**src/rtl/pci_target_ctrl.sv**
```systemverilog
// PCI target controller: claims memory read/write cycles aimed at a 16-byte
// window at DEV_BASE and serves them from four 32-bit registers. Bursts walk
// the registers in order, wrapping from reg[3] back to reg[0].
module pci_target_ctrl #(
  parameter logic [31:0] DEV_BASE = 32'h0000_1000
) (
  input  logic        clk,
  input  logic        rst,
  input  logic        FRAME,
  input  logic        IRDY,
  input  logic [31:0] AD_in,
  input  logic [3:0]  CBE,
  output logic [31:0] AD_out,
  output logic        AD_oe,
  output logic        DEVSEL,
  output logic        TRDY,
  output logic        data_c,
  output logic [2:0]  xfer_cnt
);

  localparam logic [3:0] CMD_MEM_READ  = 4'b0110;
  localparam logic [3:0] CMD_MEM_WRITE = 4'b0111;

  typedef enum logic [2:0] {
    IDLE,
    CLAIM,
    DATA,
    TURN,
    BUSY
  } state_t;

  state_t      state;
  state_t      next_state;

  logic [31:0] regs [4];
  logic [1:0]  idx;
  logic [1:0]  idx_inc;
  logic [3:0]  cmd;

  logic        addr_hit;
  logic        abandon;
  logic        complete;
  logic        is_read;

  // Address decode, bus qualifiers and the next register index.
  always_comb begin
    addr_hit = (AD_in[31:4] == DEV_BASE[31:4]) &&
               ((CBE == CMD_MEM_READ) || (CBE == CMD_MEM_WRITE));
    // Master gave up: neither a frame nor a ready data phase is pending.
    abandon  = FRAME && IRDY;
    complete = (state == DATA) && !IRDY;
    is_read  = (cmd == CMD_MEM_READ);
    idx_inc  = idx + 2'd1;
  end

  // Next-state decode for the bus protocol FSM.
  always_comb begin
    // NOTE: every always_comb output gets a default first so that no path
    // through the case statement can leave it unassigned and infer a latch.
    next_state = state;
    unique case (state)
      IDLE: begin
        if (!FRAME) begin
          next_state = addr_hit ? CLAIM : BUSY;
        end
      end
      CLAIM: begin
        next_state = abandon ? TURN : DATA;
      end
      DATA: begin
        if (complete) begin
          next_state = FRAME ? TURN : DATA;
        end else if (abandon) begin
          next_state = TURN;
        end
      end
      TURN: begin
        next_state = IDLE;
      end
      BUSY: begin
        if (abandon) begin
          next_state = IDLE;
        end
      end
      default: begin
        next_state = IDLE;
      end
    endcase
  end

  // State register; reset wins over any bus activity in the same cycle.
  always_ff @(posedge clk) begin
    // NOTE: sequential state is written with non-blocking assignments so all
    // flops sample pre-edge values regardless of statement order.
    if (rst) begin
      state <= IDLE;
    end else begin
      state <= next_state;
    end
  end

  // Bus handshake outputs, registered from the state being entered so they
  // line up with the state register rather than trailing it by a cycle.
  always_ff @(posedge clk) begin
    if (rst) begin
      DEVSEL <= 1'b1;
      TRDY   <= 1'b1;
      AD_oe  <= 1'b0;
      data_c <= 1'b0;
    end else begin
      DEVSEL <= !((next_state == CLAIM) || (next_state == DATA));
      TRDY   <= !(next_state == DATA);
      // cmd is already latched whenever DATA is being entered.
      AD_oe  <= (next_state == DATA) && is_read;
      data_c <= (next_state == CLAIM);
    end
  end

  // Address-phase capture, data-phase index and completed-phase counter.
  always_ff @(posedge clk) begin
    if (rst) begin
      idx      <= 2'd0;
      cmd      <= 4'd0;
      xfer_cnt <= 3'd0;
    end else begin
      if ((state == IDLE) && !FRAME) begin
        idx <= AD_in[3:2];
        cmd <= CBE;
      end else if (complete) begin
        idx <= idx_inc;
      end

      if ((state == IDLE) && (next_state == CLAIM)) begin
        xfer_cnt <= 3'd0;
      end else if (complete && (xfer_cnt != 3'd7)) begin
        xfer_cnt <= xfer_cnt + 3'd1;
      end
    end
  end

  // Read data: prefetch the addressed register as DATA is entered, then the
  // following register after each completed phase; holds over wait states.
  always_ff @(posedge clk) begin
    if (rst) begin
      AD_out <= 32'd0;
    end else if (is_read) begin
      if ((state == CLAIM) && (next_state == DATA)) begin
        AD_out <= regs[idx];
      end else if (complete) begin
        AD_out <= regs[idx_inc];
      end
    end
  end

  // Register file with per-byte write enables (CBE is active low).
  always_ff @(posedge clk) begin
    // NOTE: this small register file is reset because software must read
    // zeros after reset; larger memories would normally be left unreset.
    if (rst) begin
      for (int r = 0; r < 4; r++) begin
        regs[r] <= 32'd0;
      end
    end else if (complete && (cmd == CMD_MEM_WRITE)) begin
      for (int b = 0; b < 4; b++) begin
        if (!CBE[b]) begin
          regs[idx][8*b +: 8] <= AD_in[8*b +: 8];
        end
      end
    end
  end

endmodule

```
**config.mk**
```make
export PLATFORM = sky130hd
export DESIGN_NAME = pci_target_ctrl
export DESIGN_NICKNAME = d
export VERILOG_FILES = /design/src/rtl/pci_target_ctrl.sv
export SDC_FILE = /design/constraint.sdc
export NUM_CORES = 1
export LEC_CHECK = 0
export ABC_CLOCK_PERIOD_IN_PS = 5550
export CORE_UTILIZATION = 55
export DETAILED_ROUTE_END_ITERATION = 12
export GPL_ROUTABILITY_DRIVEN = 0
export PLACE_DENSITY = 0.77
export SLEW_MARGIN = 20
export SYNTH_ARGS = -nofsm -noshare
export SYNTH_HDL_FRONTEND = slang
export SYNTH_SLANG_ARGS = --single-unit
```
**constraint.sdc**
```tcl
create_clock -name clk -period 5.55 [get_ports clk]
set_clock_uncertainty 0.2 [all_clocks]
set_input_delay 0.555 -clock clk [delete_from_list [all_inputs] [get_ports clk]]
set_output_delay 0.555 -clock clk [all_outputs]
set_load 0.02 [all_outputs]
```
; ---- After elaboration in Yosys (flattened, before gate mapping)
; Memory sizes are Yosys's and may differ from the RTL's. A register that Yosys moved wholly into a read port is not among the register bits.
; Cells that the tools add are included.
[op_classes]
addsub = 2
n_reduce_logical = 21
muxes = 35
n_eq_ne = 11
[ops]
columns = cell, count
row1 = 32-bit two-way mux, 3
row2 = 32-bit OR reduction, 1
row3 = "28-bit by 9-bit == test with 1-bit output, second input constant", 1
row4 = 1-bit two-way mux, 20
row5 = "4-bit by 3-bit == test with 1-bit output, second input constant", 4
row6 = 3-bit two-way mux, 5
row7 = 3-bit one-hot mux with 4 select lines, 1
row8 = 2-bit two-way mux, 5
row9 = 1-bit logical AND, 9
row10 = "3-bit by 1-bit == test with 1-bit output, second input constant", 2
row11 = "3-bit by 2-bit == test with 1-bit output, second input constant", 2
row12 = 1-bit zero test, 4
row13 = 4-bit two-way mux, 1
row14 = 2-bit nonzero test, 2
row15 = "3-bit by 1-bit adder with 3-bit output, second input constant", 1
row16 = "3-bit == test, second input constant", 1
row17 = 3-bit zero test, 1
row18 = "3-bit inequality test, second input constant", 1
row19 = "2-bit by 1-bit adder with 2-bit output, second input constant", 1
row20 = 1-bit logical OR, 2
row21 = 2-bit AND reduction, 1
row22 = 2-bit OR reduction, 1
[word_totals]
ramBits = 128
reg_bits = 48
input_bits = 40
mem_count = 1
word_cells = 79
[memory_table]
columns = memory, depth, word_bits, read_ports, rd_ports_with_merged_regs, write_ports, line_no
row1 = regs, 4, 32, 2, 1, 4, 35  ; logic [31:0] regs [4];

; ---- Depth between registers and ports, before layout
; Gate-level depths: netlist of the first run.
[depth]
depth_word = 10
ltp_mapped = 6

; ---- Worst setup path after synthesis of the first run
; OpenSTA, ideal clock, no wires.
[synth_timing]
kind = input -> register
from = input IRDY
to = memory regs[3][0], enable pin
path_stages = 4
slack_ns = 2.934
setup_ns = 0.387
required_ns = 4.963
path_buffers = 1
arrival_time_ns = 2.029
path_cell_list = nor4b_4 nand2_4 buf_6 o31ai_1
[synth_lines]
columns = element, line_no
row1 = start: declaration, 10  ; input logic IRDY,
row2 = end: declaration, 35

==> results of run 1 <==
## metrics by stage
stage                      util  std cells  total power [uW]
after floorplan               -        636              1690
after global placement    0.627        894              1760
after detailed placement  0.627        894              1770
after CTS                 0.666        926              2970
after global routing      0.667        926              3040
final                     0.667        926              2960
## layout by cell type (no fill, tap or decap), types with 5 or more instances in the layout
cell type,netlist,routed
and2_1,128,128
edfxtp_1,128,128
clkdlybuf4s50_1,0,77
nor2_1,75,75
mux4_2,64,64
dfxtp_1,50,47
inv_1,36,36
a2111oi_0,31,31
clkbuf_16,0,17
nor4_4,8,8
buf_4,7,8
nand2_1,6,6
nor4_1,6,6
mux2i_1,6,6
or2_1,5,5
nand4_1,5,5
o21ai_0,6,5
nor3_1,5,5
## power by group through the flow
stage	clock network (uW)	registers (uW)	logic, uW
5_1_grt	1270	1510	259
3_5_place_dp	0	1530	240
4_1_cts	1220	1510	243
3_3_place_gp	0	1530	234
6_report	1210	1510	243
2_1_floorplan	0	1500	188
## sequential cells by signal, indices dropped and copies added (netlist names), named ones only
signal    count
AD_oe         1
AD_out       32
DEVSEL        1
TRDY          1
cmd           4
data_c        1
idx           2
regs        128
state         3
xfer_cnt      3
## worst reg2reg max path, cell delays in order, from the launching register on
cell,delay [ns]
dfxtp_2,0.86
nand4_1,0.53
o21ai_0,1.02
## kinds of logic (layout without fill, tap and decap cells)
logic type               after synthesis  count (layout)  synth area share
adder cells (fa/ha/maj)                2               2           0.00288
buffers and inverters                 75             154            0.0387
AND/OR/NAND/NOR                      256             256             0.179
multiplexers                          70              70             0.173
XOR/XNOR                               3               3           0.00302
AO/OA/AOI/OAI                         52              52            0.0469
flip-flops                           178             178             0.557
## area by class of cell
type                    count  area (sq um)  area share
clock buffers              18           429      0.0420
repair buffers             86           836      0.0818
multi-input cells         383          3540       0.346
clock inverters            14           165      0.0162
inverters                  36           135      0.0132
flip-flops and latches    178          4850       0.475
well taps                 211           264      0.0258
## how the worst min path moves through the flow
stage / to / slack, ns
2_1_floorplan: cmd[1]$_SDFFE_PP0P_ / 0.27
3_3_place_gp: AD_out[27]$_SDFFE_PP0P_ / 0.25
3_5_place_dp: AD_out[1]$_SDFFE_PP0P_ / 0.26
4_1_cts: cmd[2]$_SDFFE_PP0P_ / 0.24
5_1_grt: cmd[2]$_SDFFE_PP0P_ / 0.27
6_report: cmd[2]$_SDFFE_PP0P_ / 0.25
## metal layers
metal / share of wire / track usage / wire (um) / vias to the layer above
met5: 0 / 0 / 0 / -
met4: 0.025 / 0.103 / 519 / 0
met3: 0.075 / 0.0605 / 1520 / 44
met2: 0.50 / 0.444 / 10200 / 302
met1: 0.40 / 0.342 / 8160 / 2934
li1: - / - / - / 2508
## cell usage after synthesis (5+ instances only)
cell type / count
and2_1: 128
edfxtp_1: 128
nor2_1: 75
mux4_2: 64
dfxtp_1: 50
inv_1: 36
a2111oi_0: 31
clkbuf_1: 19
buf_2: 8
nor4_4: 8
buf_4: 7
mux2i_1: 6
nand2_1: 6
nor4_1: 6
o21ai_0: 6
nand4_1: 5
nor3_1: 5
o31ai_1: 5
or2_1: 5
==> results.json, run 1 <==
{
  "cts_buffer_depth": 2,
  "yosys_register_bits": 178,
  "worstPathRequired_ns": 5.40,
  "critPathTopFamily": "compound AO/OA/AOI/OAI gates",
  "hold_class": "primary input to flop",
  "drc_errors": 0,
  "path_depth": 4,
  "synth_area_per_cell_sq_um": 13.7,
  "crit_path_max_fanout": 8,
  "grt_pass1_wl_mm": 31.8,
  "portBuffers": 78,
  "reg2reg_to": "regs[2][13]$_SDFFCE_PN0P_",
  "crit_path_start": "IRDY",
  "gr-total-overflow": 0,
  "postPlaceCellArea_sq_um": 9600,
  "wl_per_cell_um": 22.0,
  "critPathKind": "primary input to flop",
  "cap_violations": 0,
  "power_density_nw_per_um2": 290,
  "holdWs_ns": 0.252,
  "hold_depth": 2,
  "slowest_stage": "o21ai_0",
  "syn-num-nets": 678,
  "via_per_inst": 6.25,
  "fp-row-count": 45,
  "max-slew-margin-rel": 0.266,
  "clockPowerShare": 0.410,
  "finalCriticalPeriod_ns": 3.24,
  "area_growth_syn_to_layout_pct": 17.4,
  "switching_power_uw": 673,
  "ys_warn_count": 0,
  "first_pass_iters": 4,
  "finalSetupViolCount": 0,
  "antenna_found_initial": 0,
  "synth_ff_type": "edfxtp_1",
  "synthesis.area_sq_um": 8700,
  "root_buffer": "clkbuf_16",
  "preCtsSetupSlack_ns": 1.86,
  "synth_edf_count": 128,
  "io_pins": 79,
  "fill_cells": 1123,
  "cts_hold_buf": 0,
  "postSynthCellCount": 636,
  "cp-start-kind": "primary input",
  "yosys-top-cells-area": "edfxtp_1, mux4_2, dfxtp_1",
  "die_width_um": 128,
  "fin_nets": 744,
  "synth_top_area_frac": 0.442,
  "clkTransAtPathRegs_ns": 0.07,
  "cts_buffers": 17,
  "finalHoldViolCount": 0,
  "finalInstanceArea_sq_um": 10200,
  "path_cells": "clkdlybuf4s50_1 -> nor4b_4 -> nand4_1 -> o21ai_0",
  "cp-end-kind": "flop",
  "cts_setup_buffers": 0,
  "max_slew.worst_pin.slew_ns": 1.09,
  "fin_crit_sh": 0.584,
  "switching_share": 0.227,
  "irDropWorstVdd_v": 0.000318,
  "routed_wl_mm": 20.4,
  "p_seq_frac": 0.508,
  "path_buf_inv": 1,
  "grt_usage": 0.267,
  "cts_max_level": 4,
  "clock_sinks": 178,
  "rsz0062_at_grt": "false",
  "route.vias.total": 5788,
  "worstPathArrival_ns": 3.09,
  "setup_ws_ns": 2.31,
  "synthArstFlopShare": 0,
  "worstSkewPairLatency_ns": 0.43,
  "r2r_cells": 2,
  "r2r_start": "idx[1]$_SDFFE_PP0N_",
  "cts_resized": 0,
  "seq_area_frac_synth": 0.557,
  "cellInternalPower_uw": 2290,
  "slowest_delay_ns": 1.02,
  "ant_nets": 0,
  "core_sq_um": 15300,
  "hold_start": "rst",
  "p_comb_frac": 0.082,
  "status": "complete, no violations",
  "synth_cell_types": 41,
  "timing.setup.tns_ns": 0,
  "diodes": 0,
  "die_area_sq_um": 16300,
  "grt_max_degree": 44,
  "grt_pass1_vias": 5810,
  "die_h_um": 128,
  "drv_slew": 0,
  "drive_above_1_share": 0.176,
  "power.leakage_uw": 0.00348,
  "yosysTopAreaCell": "edfxtp_1",
  "r2r_slack_ns": 2.56,
  "critPathCapture": "regs[2][13]$_SDFFCE_PN0P_",
  "dpl.hpwl_mm": 13.7,
  "first_iter_violations": 465,
  "start_util": 0.568,
  "timing.fmax_mhz": 309,
  "cts_tree": "yes"
}
Note: power is estimated with default switching activity, not from simulation.
==> inputs of run 2 (changes only) <==
- ABC_CLOCK_PERIOD_IN_PS: 5550 -> 3000
- clock period: 5.55 -> 3 ns (I/O delays scaled with it)
==> results.json, run 2 (same netlist as run 1, synthesis figures left out) <==
{
  "die_width_um": 128,
  "worstSkewPairLatency_ns": 0.43,
  "cts_max_level": 4,
  "wl_per_cell_um": 21.0,
  "first_iter_violations": 444,
  "cts_hold_buf": 0,
  "grt_pass1_wl_mm": 31.5,
  "critPathKind": "primary input to flop",
  "use_met1": 0.330,
  "finalInstanceArea_sq_um": 10400,
  "path_buf_inv": 1,
  "slowest_stage": "clkdlybuf4s50_1",
  "largest_reg_flops": 128,
  "first_pass_iters": 5,
  "grt_usage": 0.264,
  "start_util": 0.568,
  "power_density_nw_per_um2": 525,
  "crit_path_max_fanout": 8,
  "use_met2": 0.458,
  "use_met3": 0.0609,
  "route.vias.total": 5645,
  "fp-row-count": 45,
  "die_h_um": 128,
  "reg_top3": "regs x128, AD_out x32, cmd x4",
  "area_growth_syn_to_layout_pct": 19.9,
  "path_cells": "clkdlybuf4s50_1 -> nor4b_4 -> nand4_1 -> nor2_1 -> and2_1",
  "rsz0062_at_grt": "false",
  "via_per_inst": 5.90,
  "grt_pass1_vias": 5724,
  "layout.cells.non_filler": 956,
  "fin_util": 0.681,
  "status": "complete, no violations",
  "timing.fmax_mhz": 432,
  "cap_violations": 0,
  "finalCriticalPeriod_ns": 2.31,
  "drc_errors": 0,
  "top_register": "regs",
  "place_inst": 924,
  "drv_slew": 0,
  "worstPathArrival_ns": 2.41,
  "routed_wl_mm": 20.1,
  "cts_resized": 0,
  "timing.setup.tns_ns": 0,
  "core_sq_um": 15300,
  "portBuffers": 78,
  "gr-total-overflow": 0,
  "clock_sinks": 178,
  "busiest_layer": "met2",
  "worstPathRequired_ns": 3.09,
  "diodes": 0,
  "irDropWorstVdd_v": 0.000413,
  "drive_above_1_share": 0.204,
  "cp-end-kind": "flop",
  "postPlaceCellArea_sq_um": 9840,
  "clkTransAtPathRegs_ns": 0.06,
  "power_uw": 5470,
  "grt_max_degree": 30,
  "antenna_found_initial": 0,
  "root_buffer": "clkbuf_16",
  "cts_tree": "yes",
  "layout_common_cells": "and2_1, edfxtp_1, clkdlybuf4s50_1",
  "fin_nets": 774,
  "cts_buffer_depth": 2,
  "finalSetupViolCount": 0,
  "ant_nets": 0,
  "cts_setup_buffers": 0,
  "max-slew-margin-rel": 0.596,
  "max_slew.worst_pin.slew_ns": 0.606,
  "fin_crit_sh": 0.771,
  "cp-start-kind": "primary input",
  "cts_buffers": 17,
  "power.leakage_uw": 0.00362,
  "dpl.hpwl_mm": 13.9,
  "io_pins": 79,
  "critPathTopFamily": "simple AND/OR/NAND/NOR gates",
  "die_area_sq_um": 16300,
  "hold_class": "primary input to flop",
  "slowest_delay_ns": 0.53,
  "finalHoldViolCount": 0
}
-- run 2: cell types whose count changed in the layout (fill, tap and decap cells not counted), sizes merged --
| cell | delta |
|---|---|
| buf | +30 |
| clkinv | -4 |
| clkinvlp | +4 |
-- run 2: area by class of cell --
cell class | instances | area, sq um
clock buffer | 18 | 429
clock inverter | 14 | 165
fill | 1073 | 4880
inverter | 36 | 135
multi-input combinational | 383 | 3520
sequential | 178 | 4850
tap | 211 | 264
timing repair buffer | 116 | 1070
-- run 2: where the power goes --
group	leakage [uW]	switching, uW	internal, uW
sequential	0.00173	61.8	2700
clock	0.000268	924	1300
combinational	0.00162	236	254
total	0.00362	1220	4250
-- run 2: through the flow --
stage / hold slack (ns) / setup slack (ns)
final: 0.174 / 0.686
after global routing: 0.181 / 0.543
after CTS: 0.164 / 0.690
after detailed placement: 0.257 / 0.225
after global placement: 0.243 / 0.296
after floorplan: 0.244 / 0.577
-- run 2: final timing paths --
kind	to	start	slack (ns)	depth (start not counted)
worst min register to register	AD_out[7]$_SDFFE_PP0P_	AD_out[7]$_SDFFE_PP0P_	0.27	2
worst min-delay path	cmd[3]$_SDFFE_PP0P_	rst	0.17	2
worst max register to register	regs[2][6]$_SDFFCE_PN0P_	state[0]$_SDFF_PP0_	0.74	4
worst max-delay path	regs[2][6]$_SDFFCE_PN0P_	IRDY	0.69	5
-- run 2: layer usage --
layer	part of all wire	wire length, um	up-vias
met3	0.064	1290	27
li1	-	-	2576
met5	0	0	-
met4	0.016	323	0
met2	0.52	10400	240
met1	0.40	8110	2802
==> inputs of run 3 (changes only) <==
- ABC_CLOCK_PERIOD_IN_PS: 3000 -> 1900
- CORE_UTILIZATION: 55 -> 52
- PLACE_DENSITY: 0.77 -> 0.76
- clock period: 3 -> 1.9 ns (I/O delays scaled with it)
==> results.json, run 3 (same netlist as run 1, synthesis figures left out) <==
{
  "diodes": 0,
  "grt_pass1_wl_mm": 34.3,
  "finalSetupViolCount": 112,
  "hold_class": "primary input to flop",
  "cts_buffers": 17,
  "root_buffer": "clkbuf_16",
  "place_inst": 986,
  "gr-total-overflow": 0,
  "final_common_cell": "edfxtp_1",
  "layout.cells.non_filler": 1028,
  "largest_reg_flops": 128,
  "power.leakage_uw": 0.00418,
  "clock_sinks": 178,
  "worstSkewPairLatency_ns": 0.44,
  "max_slew.worst_pin.slew_ns": 0.487,
  "grt_pass1_vias": 6400,
  "fill_cells": 1019,
  "core_sq_um": 16100,
  "power_density_nw_per_um2": 780,
  "first_pass_iters": 5,
  "layout_common_cells": "edfxtp_1, and2_1, clkdlybuf4s50_1",
  "setup_ws_ns": -0.125,
  "cp-start-kind": "flop",
  "drc_errors": 0,
  "finalHoldViolCount": 0,
  "grt_usage": 0.267,
  "max-slew-margin-rel": 0.675,
  "reg_top3": "regs x128, AD_out x32, cmd x4",
  "rsz0062_at_grt": "true",
  "top_register": "regs",
  "cts_max_level": 4,
  "cp-end-kind": "flop",
  "fin_crit_sh": 1.07,
  "wl_per_cell_um": 22.1,
  "status": "finished with violations",
  "timing.fmax_mhz": 494,
  "via_per_inst": 6.05,
  "start_util": 0.540,
  "antenna_found_initial": 0,
  "routed_wl_mm": 22.8,
  "worstPathArrival_ns": 2.14,
  "fin_nets": 841,
  "die_h_um": 131,
  "postPlaceCellArea_sq_um": 10600,
  "grt_max_degree": 33,
  "clkTransAtPathRegs_ns": 0.06,
  "first_iter_violations": 495,
  "io_pins": 79,
  "irDropWorstVdd_v": 0.000719,
  "area_growth_syn_to_layout_pct": 33.1,
  "route.vias.total": 6220,
  "violations": "setup timing",
  "portBuffers": 78,
  "holdWs_ns": 0.0923,
  "crit_path_max_fanout": 6,
  "cts_tree": "yes",
  "fp-row-count": 46,
  "finalCriticalPeriod_ns": 2.02,
  "critPathKind": "flop to flop",
  "dpl.hpwl_mm": 14.8,
  "finalInstanceArea_sq_um": 11600,
  "ant_nets": 0,
  "drive_above_1_share": 0.353,
  "die_width_um": 131,
  "cap_violations": 0,
  "worstPathRequired_ns": 2.02,
  "cts_buffer_depth": 2,
  "die_area_sq_um": 17200,
  "preCtsSetupSlack_ns": -0.476,
  "drv_slew": 0
}
run 3: cell types whose count changed in the layout (fill, tap and decap cells not counted), sizes merged:
cell / delta
clkbuf: +3
bufinv: +1
clkinvlp: -2
buf: +64
clkinv: +1
run 3: cell type report:
| cell class | instances | area (sq um) | share of cell area |
|---|---|---|---|
| Clock buffer | 18 | 439 | 0.0379 |
| Clock inverter | 14 | 188 | 0.0162 |
| Inverter | 36 | 135 | 0.0117 |
| Multi-Input combinational cell | 383 | 3800 | 0.328 |
| Sequential cell | 178 | 4850 | 0.419 |
| Tap cell | 216 | 270 | 0.0233 |
| Timing Repair Buffer | 183 | 1890 | 0.164 |
run 3: final timing paths:
kind / startpoint / end / slack, ns / depth (start not counted)
setup / recovery: state[2]$_SDFF_PP0_ / regs[3][29]$_DFFE_PP_ / -0.12 / 8
hold / removal: rst / cmd[0]$_SDFFE_PP0P_ / 0.09 / 3
hold reg to reg: AD_out[20]$_SDFFE_PP0P_ / AD_out[20]$_SDFFE_PP0P_ / 0.25 / 2
setup reg to reg: state[2]$_SDFF_PP0_ / regs[3][29]$_DFFE_PP_ / -0.12 / 8
run 3: per-stage QoR:
step	setup TNS, ns	total power (uW)	util
after global routing	-18.21	9250	0.718
after detailed placement	-106.11	5370	0.657
final	-7.64	9020	0.718
after floorplan	-19.80	4950	-
after global placement	-93.75	5330	0.657
after CTS	-2.73	9030	0.698
run 3: power breakdown:
part	switching (uW)	internal [uW]	total [uW]
registers	93.5	4260	4350
clock network	1490	2220	3710
logic	434	524	958
total	2020	7010	9020
run 3: worst max-delay path, stage by stage, from the launching register on:
cell and delay [ns]:
dfxtp_2 0.34, nor4b_4 0.37, nand2_4 0.12, clkbuf_16 0.19, buf_6 0.12, nor2_4 0.12
buf_6 0.15, clkbuf_16 0.16, and2_4 0.13
run 3: per-layer routing:
metal / wire length (um) / track usage / up-vias
met4: 635 / 0.129 / 0
met1: 8580 / 0.306 / 3146
met5: 0 / 0 / -
li1: - / - / 2716
met3: 1520 / 0.0536 / 56
met2: 12000 / 0.475 / 302
run 3: timing repair:
item	in CTS	in global routing
buffers inserted	1	4
gates resized for setup	9	76
hold buffers	0	0
gates cloned	0	5
pin swaps	9	42
endpoints found under the setup margin	125	231
